## config.mk

```make
export PLATFORM = sky130hd
export DESIGN_NAME = store_buffer
export DESIGN_NICKNAME = d
export VERILOG_FILES = /design/src/rtl/store_buffer_pkg.sv /design/src/rtl/store_buffer_st_align.sv /design/src/rtl/store_buffer.sv
export SDC_FILE = /design/constraint.sdc
export NUM_CORES = 1
export LEC_CHECK = 0
export ABC_AREA = 0
export ABC_CLOCK_PERIOD_IN_PS = 3850
export CAP_MARGIN = 20
export CORE_ASPECT_RATIO = 0.6
export CORE_MARGIN = 3
export CORE_UTILIZATION = 51
export CTS_BUF_LIST = sky130_fd_sc_hd__clkbuf_8
export DETAILED_ROUTE_END_ITERATION = 6
export GPL_ROUTABILITY_DRIVEN = 0
export PLACE_DENSITY = 0.82
export SLEW_MARGIN = 20
export SYNTH_ARGS = -nofsm -noshare
export SYNTH_HDL_FRONTEND = slang
export SYNTH_SLANG_ARGS = --single-unit
```

## constraint.sdc

```tcl
create_clock -name i_clk -period 3.85 [get_ports i_clk]
set_input_delay 0.385 -clock i_clk [delete_from_list [all_inputs] [get_ports i_clk]]
set_output_delay 0.385 -clock i_clk [all_outputs]
set_load 0.01 [all_outputs]
```

## src/rtl/store_buffer_pkg.sv

```systemverilog
// Shared types for the store buffer: store size codes, drain FSM states
// and the layout of one buffered entry.
package store_buffer_pkg;

  typedef enum logic [1:0] {
    SZ_BYTE = 2'd0,
    SZ_HALF = 2'd1,
    SZ_WORD = 2'd2,
    SZ_ILL  = 2'd3
  } size_e;

  typedef enum logic {
    ST_IDLE = 1'b0,
    ST_REQ  = 1'b1
  } state_e;

  typedef struct packed {
    logic [29:0] addr;
    logic [31:0] wdata;
    logic [3:0]  strb;
  } entry_t;

endpackage

```

## src/rtl/store_buffer_st_align.sv

```systemverilog
// Combinational lane steering: turns a right-justified store into
// byte strobes plus lane-aligned data, and flags misaligned/illegal sizes.
module st_align
  import store_buffer_pkg::*;
(
  input  logic [1:0]  i_size,
  input  logic [1:0]  i_addr_lo,
  input  logic [31:0] i_data,
  output logic [3:0]  o_strb,
  output logic [31:0] o_wdata,
  output logic        o_misalign
);

  // Strobe, data lane and alignment decode for one store
  always_comb begin
    o_strb     = 4'b0000;
    o_wdata    = 32'd0;
    o_misalign = 1'b0;
    case (i_size)
      SZ_BYTE: begin
        o_strb  = 4'b0001 << i_addr_lo;
        o_wdata = {24'd0, i_data[7:0]} << {i_addr_lo, 3'b000};
      end
      SZ_HALF: begin
        o_misalign = i_addr_lo[0];
        if (i_addr_lo[1]) begin
          o_strb  = 4'b1100;
          o_wdata = {i_data[15:0], 16'd0};
        end else begin
          o_strb  = 4'b0011;
          o_wdata = {16'd0, i_data[15:0]};
        end
      end
      SZ_WORD: begin
        o_misalign = (i_addr_lo != 2'b00);
        o_strb     = 4'b1111;
        o_wdata    = i_data;
      end
      default: o_misalign = 1'b1;
    endcase
  end

endmodule

```

## src/rtl/store_buffer.sv

```systemverilog
// Retired-store buffer: queues aligned stores and drains them to data
// memory one request at a time, flagging loads that overlap a pending store.
module store_buffer
  import store_buffer_pkg::*;
#(
  parameter int DEPTH = 4
) (
  input  logic        i_clk,
  input  logic        i_rstn,
  input  logic        i_write,
  input  logic [1:0]  i_size,
  input  logic [31:0] i_wr_addr,
  input  logic [31:0] i_data,
  output logic        o_full,
  output logic        o_empty,
  output logic        o_misalign,
  output logic        o_ovf,
  output logic        o_mem_req,
  output logic [31:0] o_mem_addr,
  output logic [31:0] o_mem_wdata,
  output logic [3:0]  o_mem_strb,
  input  logic        i_mem_ack,
  input  logic        i_ld_valid,
  input  logic [31:0] i_ld_addr,
  output logic        o_ld_hit
);

  localparam int PTR_W = $clog2(DEPTH);
  localparam int CNT_W = PTR_W + 1;

  entry_t             buf_r [DEPTH];
  logic [PTR_W-1:0]   wr_ptr_r;
  logic [PTR_W-1:0]   rd_ptr_r;
  logic [PTR_W-1:0]   rd_next_s;
  logic [CNT_W-1:0]   count_r;
  state_e             state_r;
  state_e             state_next_s;
  entry_t             in_entry_s;
  entry_t             next_head_s;
  logic               mis_s;
  logic               full_s;
  logic               push_s;
  logic               pop_s;
  logic               load_head_s;
  logic               hit_s;
  logic               misalign_r;
  logic               ovf_r;
  logic               mem_req_r;
  logic [31:0]        mem_addr_r;
  logic [31:0]        mem_wdata_r;
  logic [3:0]         mem_strb_r;
  logic               ld_lo_unused_s;

  st_align u_align (
    .i_size     (i_size),
    .i_addr_lo  (i_wr_addr[1:0]),
    .i_data     (i_data),
    .o_strb     (in_entry_s.strb),
    .o_wdata    (in_entry_s.wdata),
    .o_misalign (mis_s)
  );

  assign in_entry_s.addr = i_wr_addr[31:2];
  assign full_s          = (count_r == CNT_W'(DEPTH));
  assign push_s          = i_write & ~full_s & ~mis_s;
  assign rd_next_s       = rd_ptr_r + 1'b1;
  assign ld_lo_unused_s  = ^i_ld_addr[1:0];

  // Drain FSM next state; also picks the entry to present after this edge
  always_comb begin
    state_next_s = state_r;
    pop_s        = 1'b0;
    load_head_s  = 1'b0;
    next_head_s  = buf_r[rd_ptr_r];
    case (state_r)
      ST_IDLE: begin
        if (count_r != '0) begin
          state_next_s = ST_REQ;
          load_head_s  = 1'b1;
        end else begin
          state_next_s = ST_IDLE;
        end
      end
      ST_REQ: begin
        if (i_mem_ack) begin
          pop_s = 1'b1;
          // A store arriving while the last entry drains is forwarded straight to the port
          if (count_r > CNT_W'(1)) begin
            next_head_s = buf_r[rd_next_s];
            load_head_s = 1'b1;
          end else if (push_s) begin
            next_head_s = in_entry_s;
            load_head_s = 1'b1;
          end else begin
            state_next_s = ST_IDLE;
          end
        end else begin
          state_next_s = ST_REQ;
        end
      end
      default: state_next_s = ST_IDLE;
    endcase
  end

  // Control state, pointers, flags and the registered memory port
  always_ff @(posedge i_clk or negedge i_rstn) begin
    if (!i_rstn) begin
      state_r     <= ST_IDLE;
      wr_ptr_r    <= '0;
      rd_ptr_r    <= '0;
      count_r     <= '0;
      misalign_r  <= 1'b0;
      ovf_r       <= 1'b0;
      mem_req_r   <= 1'b0;
      mem_addr_r  <= 32'd0;
      mem_wdata_r <= 32'd0;
      mem_strb_r  <= 4'b0000;
    end else begin
      state_r    <= state_next_s;
      misalign_r <= i_write & mis_s;
      if (i_write && full_s) begin
        ovf_r <= 1'b1;
      end
      if (push_s) begin
        wr_ptr_r <= wr_ptr_r + 1'b1;
      end
      if (pop_s) begin
        rd_ptr_r <= rd_next_s;
      end
      case ({push_s, pop_s})
        2'b10:   count_r <= count_r + 1'b1;
        2'b01:   count_r <= count_r - 1'b1;
        default: count_r <= count_r;
      endcase
      mem_req_r <= (state_next_s == ST_REQ);
      if (load_head_s) begin
        mem_addr_r  <= {next_head_s.addr, 2'b00};
        mem_wdata_r <= next_head_s.wdata;
        mem_strb_r  <= next_head_s.strb;
      end
    end
  end

  // Entry storage; contents are only meaningful inside the valid window
  always_ff @(posedge i_clk) begin
    if (push_s) begin
      buf_r[wr_ptr_r] <= in_entry_s;
    end
  end

  // Load overlap: any entry between rd_ptr and rd_ptr+count with the same word address
  always_comb begin
    logic [PTR_W-1:0] off_v;
    hit_s = 1'b0;
    off_v = '0;
    for (int i = 0; i < DEPTH; i++) begin
      off_v = PTR_W'(i) - rd_ptr_r;
      if (({1'b0, off_v} < count_r) && (buf_r[i].addr == i_ld_addr[31:2])) begin
        hit_s = 1'b1;
      end else begin
        hit_s = hit_s;
      end
    end
  end

  assign o_ld_hit    = i_ld_valid & hit_s;
  assign o_full      = full_s;
  assign o_empty     = (count_r == '0) && (state_r == ST_IDLE);
  assign o_misalign  = misalign_r;
  assign o_ovf       = ovf_r;
  assign o_mem_req   = mem_req_r;
  assign o_mem_addr  = mem_addr_r;
  assign o_mem_wdata = mem_wdata_r;
  assign o_mem_strb  = mem_strb_r;

endmodule

```

Word-level counts from Yosys, hierarchy flattened
Memories as Yosys holds them, arrays and structs flattened.
Index checks and enable logic that the tools add are counted.
{ "classes": {"n_bitwise": 7, "mux": 24, "n_reduce_logical": 11, "shift": 2, "add_sub_neg": 8, "n_eq_ne": 9, "n_lt_le_gt_ge": 5} }
{ "op_table": {"columns": ["op", "n"], "rows": [
  ["2-to-1 mux 66 bit", 4],
  ["== test 30 bit", 4],
  ["one-hot mux 32 bit (3 select lines)", 1],
  ["2-to-1 mux 32 bit", 1],
  ["<< shifter 8 x 5 -> 32 bit", 1],
  ["< comparator 2 x 3 -> 1 bit", 4],
  ["2-to-1 mux 1 bit", 12],
  ["one-hot mux 4 bit (3 select lines)", 1],
  ["logical AND 1 bit", 6],
  ["one-hot mux 3 bit (2 select lines)", 1],
  ["adder 2 x 1 -> 2 bit, second input constant", 2],
  ["bitwise AND 1 bit", 4],
  ["== test 2 x 1 -> 1 bit, second input constant", 2],
  ["== test 2 bit, second input constant", 2],
  ["2-to-1 mux 4 bit", 1],
  ["one-hot mux 1 bit (2 select lines)", 2],
  ["nonzero test 2 bit", 2],
  ["<< shifter 1 x 2 -> 4 bit, first input constant", 1],
  ["subtractor 1 x 2 -> 2 bit, first input constant", 2],
  ["subtractor 2 bit, first input constant", 2],
  ["adder 3 x 1 -> 3 bit, second input constant", 1],
  ["== test 3 bit, second input constant", 1],
  ["greater-than comparator 3 x 1 -> 1 bit, second input constant", 1],
  ["zero test 3 bit", 1],
  ["5 further kinds", 7]
]} }
{ "totals": {"reg_bits": 76, "ram_bits": 264, "out_inout_bits": 74, "memories": 1} }
{ "mem_list": {"columns": ["name", "depth", "word_bits", "rd", "rd_ports_with_merged_regs", "wr", "line", "rtl"], "rows": [
  ["buf_r", 4, 66, 6, 0, 1, "store_buffer.sv:31", "entry_t buf_r [DEPTH];"]
]} }

Depth between registers and ports, before layout
Gate-level depths: netlist of the first run.
{ "depth": {"depth_word": 8, "mapped_depth": 10} }

Hierarchy
A second synthesis of the first run with hierarchy kept.
{ "unflattened": {"cells_unflattened": 1204, "area_unflattened_um2": 17679.5} }
{ "by_module_without_submodules": {"columns": ["mod", "cells_each", "seq_area_each_um2", "n_inst", "area_per_inst_um2"], "rows": [
  ["store_buffer", 1113, 9829.4, 1, 17111.4],
  ["st_align", 91, 0.0, 1, 568.0]
]} }

Least setup slack after synthesis of the first run
Ideal clock, no wire load.
{ "synth_path": {"path_kind": "input to register", "start": "input port i_wr_addr[1]", "end": "memory buf_r[0][0] (netlist bit), enable pin", "path_slack_ps": 652, "path_buffers": 3, "required_ps": 3419, "cell_stages": 6, "arrival_ps": 2767, "path_cell_list": "buf_2 -> o21ai_2 -> and3_4 -> buf_6 -> buf_6 -> and3_1"} }
{ "synth_via": {"elab_chain_cells": 6} }
{ "synth_rtl": {"columns": ["item", "line", "rtl"], "rows": [
  ["from (decl)", "store_buffer.sv:12", "input logic [31:0] i_wr_addr,"],
  ["nonzero test 2 bit", "store_buffer_st_align.sv:35", "o_misalign = (i_addr_lo != 2'b00);"],
  ["one-hot mux 1 bit (3 select lines)", "store_buffer_st_align.sv:19", "case (i_size)"],
  ["NOT 1 bit", "store_buffer.sv:65", "assign push_s = i_write & ~full_s & ~mis_s;"],
  ["bitwise AND 1 bit", "store_buffer.sv:65", null],
  ["2-to-1 mux 1 bit", "store_buffer.sv:146", "if (push_s) begin"],
  ["2-to-1 mux 1 bit (not written as such)", "store_buffer.sv:147", "buf_r[wr_ptr_r] <= in_entry_s;"],
  ["to (decl)", "store_buffer.sv:31", null]
]} }
No other way between the ends.

==> results.py, run 1 <==
metrics = {
    "sta": {
        "slew_viol_final": 0,
        "tns_ns": 0,
        "hold_violations": 0,
        "rsz0062_at_grt": "no",
        "finalCriticalPeriod_ns": 3.73,
        "min_period_over_period": 0.969,
        "max_freq_mhz": 268,
        "whs_ns": 0.446,
        "finalClockSkew_ns": 0.0336,
        "finalSetupViolCount": 0,
        "max_slew_margin": 0.342,
        "worst_pin_slew_ns": 0.987,
    },
    "clocking": {
        "cts-htree-levels": 2,
        "cts_root_buf": "clkbuf_8",
        "clock_latency_ns": 0.62,
        "cts_tree": "done",
        "numCtsBuffers": 51,
        "clock-sinks": 340,
        "ctsResizeCount": 0,
        "clk_pin_slew_ns": 0.06,
        "clockBufferDepth": 3,
    },
    "floorplan": {
        "io_pins": 177,
        "die_y_um": 149,
        "die_area_um2": 36500,
        "die_x_um": 245,
        "core-area_um2": 33100,
        "initial_core_util": 0.528,
        "num_rows": 51,
    },
    "worst_setup_path": {
        "path_cells": "xor2_1, nor4_1, nand4_1, a2111oi_0, or4_1, clkdlybuf4s50_1",
        "critical-path-slowest-cell": "nor4_1",
        "cp_data_required_time_ns": 3.46,
        "critPathTopFamily": "simple AND/OR/NAND/NOR gates",
        "critical_path.max_stage_delay_ns": 0.62,
        "endpoint_kind": "primary output",
        "startpoint_type": "flop",
        "critical_path_class": "reg -> out",
        "worstPathArrival_ns": 3.35,
        "crit_path_max_fanout": 3,
        "path_buf_inv": 1,
    },
    "grt": {
        "grt.total_usage": 0.282,
        "grt_pass1_vias": 12100,
        "grt_overflow": 0,
        "grt_max_degree": 69,
        "grt_use_met1": 0.408,
        "gr-usage-met2": 0.394,
        "grt_pass1_wl_um": 76600,
        "grtUsageMet3": 0.117,
        "grt-busiest-layer": "met1",
        "grt_antenna_before_repair": 16,
    },
    "route": {
        "totalWireLength_um": 51700,
        "first_pass_iters": 5,
        "wl_per_cell_um": 28.4,
        "num_vias": 12200,
        "drc": 0,
        "drt_iter0_markers": 1768,
        "postRouteAntennaNets": 0,
        "viasPerCell": 6.72,
    },
    "synthesis": {
        "synth_area_um2": 17400,
        "yosysTopAreaCellShare": 0.455,
        "synth.most_common_cell": "edfxtp_1",
        "syn_avg_cell_area_um2": 15.3,
        "netlist_top_cells_area": "edfxtp_1, mux4_2, dfrtp_1, xor2_1, a2bb2oi_1",
        "synthArstFlopShare": 0.224,
        "syn_inst": 1143,
        "synth_common_cells": "edfxtp_1, mux4_2, xor2_1",
        "synthFlopType": "edfxtp_1",
        "yosysWarnings": 0,
        "synth_cell_type_count": 52,
        "seq_area_frac_synth": 0.564,
        "synth_top_cell_by_area": "edfxtp_1",
        "synth_edf_count": 264,
        "ys_seq_elements": 340,
    },
    "cells_and_area": {
        "nets": 1435,
        "drive_above_1_share": 0.190,
        "ff_latch_area_um2": 9840,
        "areaGrowthSynthToFinish_pct": 18.3,
        "multi_input_area_um2": 7080,
        "nFillCells": 2421,
    },
    "pwr": {
        "pwr-share-seq": 0.362,
        "p_clk_frac": 0.206,
        "pwr-share-comb": 0.433,
        "p_sw_mw": 5.14,
        "switching_share": 0.355,
        "ir_worst_vdd_uv": 516,
        "leakagePower_nw": 7.25,
        "powerDensity_nw_per_um2": 701,
        "intPower_mw": 9.33,
    },
    "job": {
        "cap_viol_max_count": 0,
    },
    "hold_path": {
        "hp-class": "in -> async",
    },
    "status": {
        "run_status": "finished, final reports clean",
    },
    "placed_design": {
        "dp_hpwl_um": 33900,
        "portBuffers": 172,
    },
}
-- layout by cell type, fill, tap and decap left out, types with 5 or more instances in the layout --
cell,n
diode_2,9
a2bb2oi_1,57
dfrtp_1,74
a21o_1,34
o21ai_0,68
o22ai_1,9
and2_1,9
xor2_1,113
ha_1,13
o21ai_1,8
clkdlybuf4s50_1,171
inv_1,26
clkbuf_8,58
mux4_2,132
edfxtp_1,264
buf_4,24
nand3_1,39
clkinv_1,7
xnor2_1,14
a22oi_1,43
nor4_1,24
clkinv_2,9
nor2_1,7
nor2b_1,11
buf_12,9
a22o_1,8
mux2i_1,9
a32oi_1,5
a21oi_1,8
nand2_1,49
nand4_1,11
-- registers in the layout (all words and copies together) (netlist names) --
signal,cells
o_mem_req,1
buf_r,264
o_mem_wdata,32
o_ovf,1
rd_ptr_r,2
o_mem_strb,4
o_misalign,1
o_mem_addr,30
count_r,3
wr_ptr_r,2
-- kinds of logic after synthesis --
group / share of synthesized area
XOR/XNOR: 0.0638
flip-flops: 0.564
AO/OA/AOI/OAI: 0.102
multiplexers: 0.176
other: 0.000215
buffers and inverters: 0.0317
adder cells (fa/ha/maj): 0.00933
AND/OR/NAND/NOR: 0.0526
-- layout make-up --
cell class,count,area share
Inverter,11,0.00200
Tap cell,450,0.0273
Clock inverter,37,0.0102
Clock buffer,58,0.0387
Multi-Input combinational cell,710,0.343
Antenna cell,9,0.00109
Sequential cell,340,0.477
Timing Repair Buffer,205,0.101
-- per-layer routing --
layer	share of wire	vias to the layer above
met5	0.0019	-
met4	0.027	14
met3	0.16	123
met2	0.43	967
met1	0.38	6177
li1	-	4958
-- path summary, 6_finish.rpt --
| path | end | slack, ns | start | cells past startpoint |
|---|---|---|---|---|
| worst min register to register | o_ovf | 0.50 | o_ovf | 1 |
| max in group asynchronous | o_mem_addr[23] | 2.45 | i_rstn | 3 |
| min in group i_clk | buf_r[0][65] | 0.45 | i_wr_addr[31] | 1 |
| worst min-delay path | o_mem_addr[12] | 0.45 | i_rstn | 2 |
| worst max-delay path | o_ld_hit | 0.12 | buf_r[1][46] | 6 |
| worst max register to register | o_mem_wdata[14] | 0.84 | rd_ptr_r[1] | 5 |
-- power groups by stage --
stage | Sequential [mW] | Clock (mW) | Combinational [mW]
after floorplan | 5.21 | 0 | 4.12
after global placement | 5.30 | 0 | 5.96
after detailed placement | 5.32 | 0 | 6.09
after CTS | 5.26 | 3.00 | 6.13
after global routing | 5.31 | 3.19 | 6.66
final | 5.23 | 2.98 | 6.26
-- what timing repair did --
item                                    4_1_cts  5_1_grt
buffers inserted                              0        1
hold buffers                                  1        0
hold endpoints to repair                     62        0
endpoints found under the setup margin        0        1
-- per-stage QoR --
step                 util  worst slack (ns)  cell area [um^2]  cells  power [mW]
CTS                 0.623            0.0639             20600   1810        14.4
finish              0.624             0.120             20600   1820        14.5
detailed placement  0.592             0.468             19600   1714        11.4
floorplan               -             0.652             17400   1144        9.34
global route        0.624             0.155             20600   1820        15.2
global placement    0.592             0.551             19600   1714        11.3
Power figures use the tool's default switching activity.
==> run 2, diff against run 1 <==
PLACE_DENSITY = not set   (was 0.82)
PLACE_DENSITY_LB_ADDON = 0.2   (was not set)
SETUP_SLACK_MARGIN = 0.02   (was not set)
==> run 2 against run 1 <==
Compared with the run above: final cell count barely moved; sequential power fell by 1%; clock power rose by 8.7%; critical endpoint unchanged.
==> results.py, run 2 (same netlist as run 1, synthesis figures left out) <==
metrics = {
    "pwr": {
        "total_power_mw": 14.7,
        "leakagePower_nw": 7.30,
        "powerDensity_nw_per_um2": 706,
        "ir_worst_vdd_uv": 567,
    },
    "worst_setup_path": {
        "critical-path-slowest-cell": "nor4_1",
        "ff2ff_setup_slack_ns": 1.02,
        "crit_path_max_fanout": 3,
        "cp_data_required_time_ns": 3.46,
        "critical_path_class": "reg -> out",
        "worstPathArrival_ns": 3.15,
        "r2r_start": "rd_ptr_r[1]",
        "cp-startpoint": "buf_r[2][64]",
        "crit_end": "o_ld_hit",
        "critical_path.max_stage_delay_ns": 0.69,
        "ff2ff_path_depth": 6,
        "r2r-end": "o_mem_addr[11]",
        "endpoint_kind": "primary output",
        "path_cells": "xor2_1, nor4_1, nand3_1, a2111oi_0, or4_1, clkdlybuf4s50_1",
        "startpoint_type": "flop",
    },
    "clocking": {
        "cts_tree": "done",
        "clock-sinks": 340,
        "clockBufferDepth": 3,
        "numCtsBuffers": 51,
        "cts_root_buf": "clkbuf_8",
        "clock_latency_ns": 0.61,
        "clk_pin_slew_ns": 0.07,
        "cts-htree-levels": 2,
    },
    "sta": {
        "finalCriticalPeriod_ns": 3.54,
        "whs_ns": 0.257,
        "max_slew_margin": 0.339,
        "finalSetupViolCount": 0,
        "finalClockSkew_ns": 0.0368,
        "hold_violations": 0,
        "worst_pin_slew_ns": 0.991,
        "max_freq_mhz": 283,
        "min_period_over_period": 0.919,
        "slew_viol_final": 0,
        "rsz0062_at_grt": "no",
        "tns_ns": 0,
    },
    "cells_and_area": {
        "regMostFlops": "buf_r",
        "fin_area_um2": 20800,
        "drive_above_1_share": 0.201,
        "final_common_cell": "edfxtp_1",
        "multi_input_area_um2": 7080,
        "ff_latch_area_um2": 9840,
        "largest_register_ffs": 264,
        "layout_common_cells": "edfxtp_1, clkdlybuf4s50_1, mux4_2",
        "areaGrowthSynthToFinish_pct": 19.2,
        "nFillCells": 2469,
        "nets": 1441,
        "utilization": 0.629,
    },
    "grt": {
        "grt.total_usage": 0.279,
        "grt_max_degree": 134,
        "grt_overflow": 0,
        "grt_pass1_wl_um": 75300,
        "grt_antenna_before_repair": 4,
        "grt_pass1_vias": 11500,
    },
    "floorplan": {
        "initial_core_util": 0.528,
        "die_area_um2": 36500,
        "num_rows": 51,
        "die_y_um": 149,
        "die_x_um": 245,
        "core-area_um2": 33100,
        "io_pins": 177,
    },
    "hold_path": {
        "hp-class": "in -> async",
    },
    "route": {
        "viasPerCell": 6.46,
        "wl_per_cell_um": 27.9,
        "drc": 0,
        "totalWireLength_um": 50900,
        "drt_iter0_markers": 1414,
        "first_pass_iters": 6,
        "postRouteAntennaNets": 0,
        "num_vias": 11800,
    },
    "job": {
        "cap_viol_max_count": 0,
    },
    "placed_design": {
        "dp_hpwl_um": 33300,
        "portBuffers": 172,
        "placed_area_um2": 19600,
    },
    "status": {
        "run_status": "finished, final reports clean",
    },
}
## run 2: cell count changes in the layout (fill, tap and decap cells not counted), moves of 3 or more
cell	delta
buf_4	+6
diode_2	-6
clkinvlp_4	+5
bufinv_16	+3
inv_1	-5
clkinv_1	-3
## run 2: area by class of cell
| cell class | instances | share of cell area |
|---|---|---|
| Tap cell | 450 | 0.0271 |
| Antenna cell | 3 | 0.000361 |
| Timing Repair Buffer | 211 | 0.103 |
| Inverter | 11 | 0.00199 |
| Sequential cell | 340 | 0.473 |
| Clock buffer | 59 | 0.0391 |
| Clock inverter | 37 | 0.0147 |
| Multi-Input combinational cell | 710 | 0.341 |
## run 2: power breakdown
group	internal, mW	switching [mW]	leakage [nW]	total (mW)
Clock	1.75	1.49	0.605	3.24
Sequential	4.67	0.502	3.31	5.17
Combinational	3.15	3.10	3.39	6.26
Total	9.57	5.09	7.30	14.7
## run 2: critical path: cells and delay by family, from the launching register on
family | cells | cell delay [ns]
AO/OA/AOI/OAI | 1 | 0.28
XOR/XNOR | 1 | 0.22
buffers and inverters | 1 | 0.54
flip-flops | 1 | 0.43
AND/OR/NAND/NOR | 3 | 1.08
## run 2: timing repair
action	4_1_cts	5_1_grt
buffers inserted	0	1
hold buffers	1	0
endpoints found under the hold margin	24	0
gates resized for setup	0	0
endpoints found under the setup margin	0	1
## run 2: metal layers
metal | part of all wire | routed length [um] | global-route usage
met1 | 0.43 | 21600 | 0.418
met2 | 0.42 | 21400 | 0.386
met3 | 0.13 | 6860 | 0.109
met4 | 0.018 | 929 | 0.0596
met5 | 0.00026 | 13 | 0
## run 2: worst min path at each step
| stage | start | end | depth (start not counted) |
|---|---|---|---|
| floorplan | i_rstn | count_r[0] | 0 |
| global placement | i_rstn | o_mem_addr[7] | 1 |
| detailed placement | i_rstn | o_mem_addr[7] | 1 |
| CTS | i_rstn | o_mem_strb[0] | 2 |
| global route | i_rstn | o_mem_addr[13] | 2 |
| finish | i_rstn | o_mem_addr[13] | 2 |
## run 2: through the flow
step / instances / setup slack, ns
3_3_place_gp: 1719 / 0.537
3_5_place_dp: 1719 / 0.501
2_1_floorplan: 1144 / 0.652
6_report: 1821 / 0.311
4_1_cts: 1816 / 0.270
5_1_grt: 1821 / 0.0668
==> run 3, diff against run 2 <==
ABC_AREA = not set   (was 0)
==> results of run 3 <==
Same layout as run 2: the final DEF is identical, and so are final timing and power.
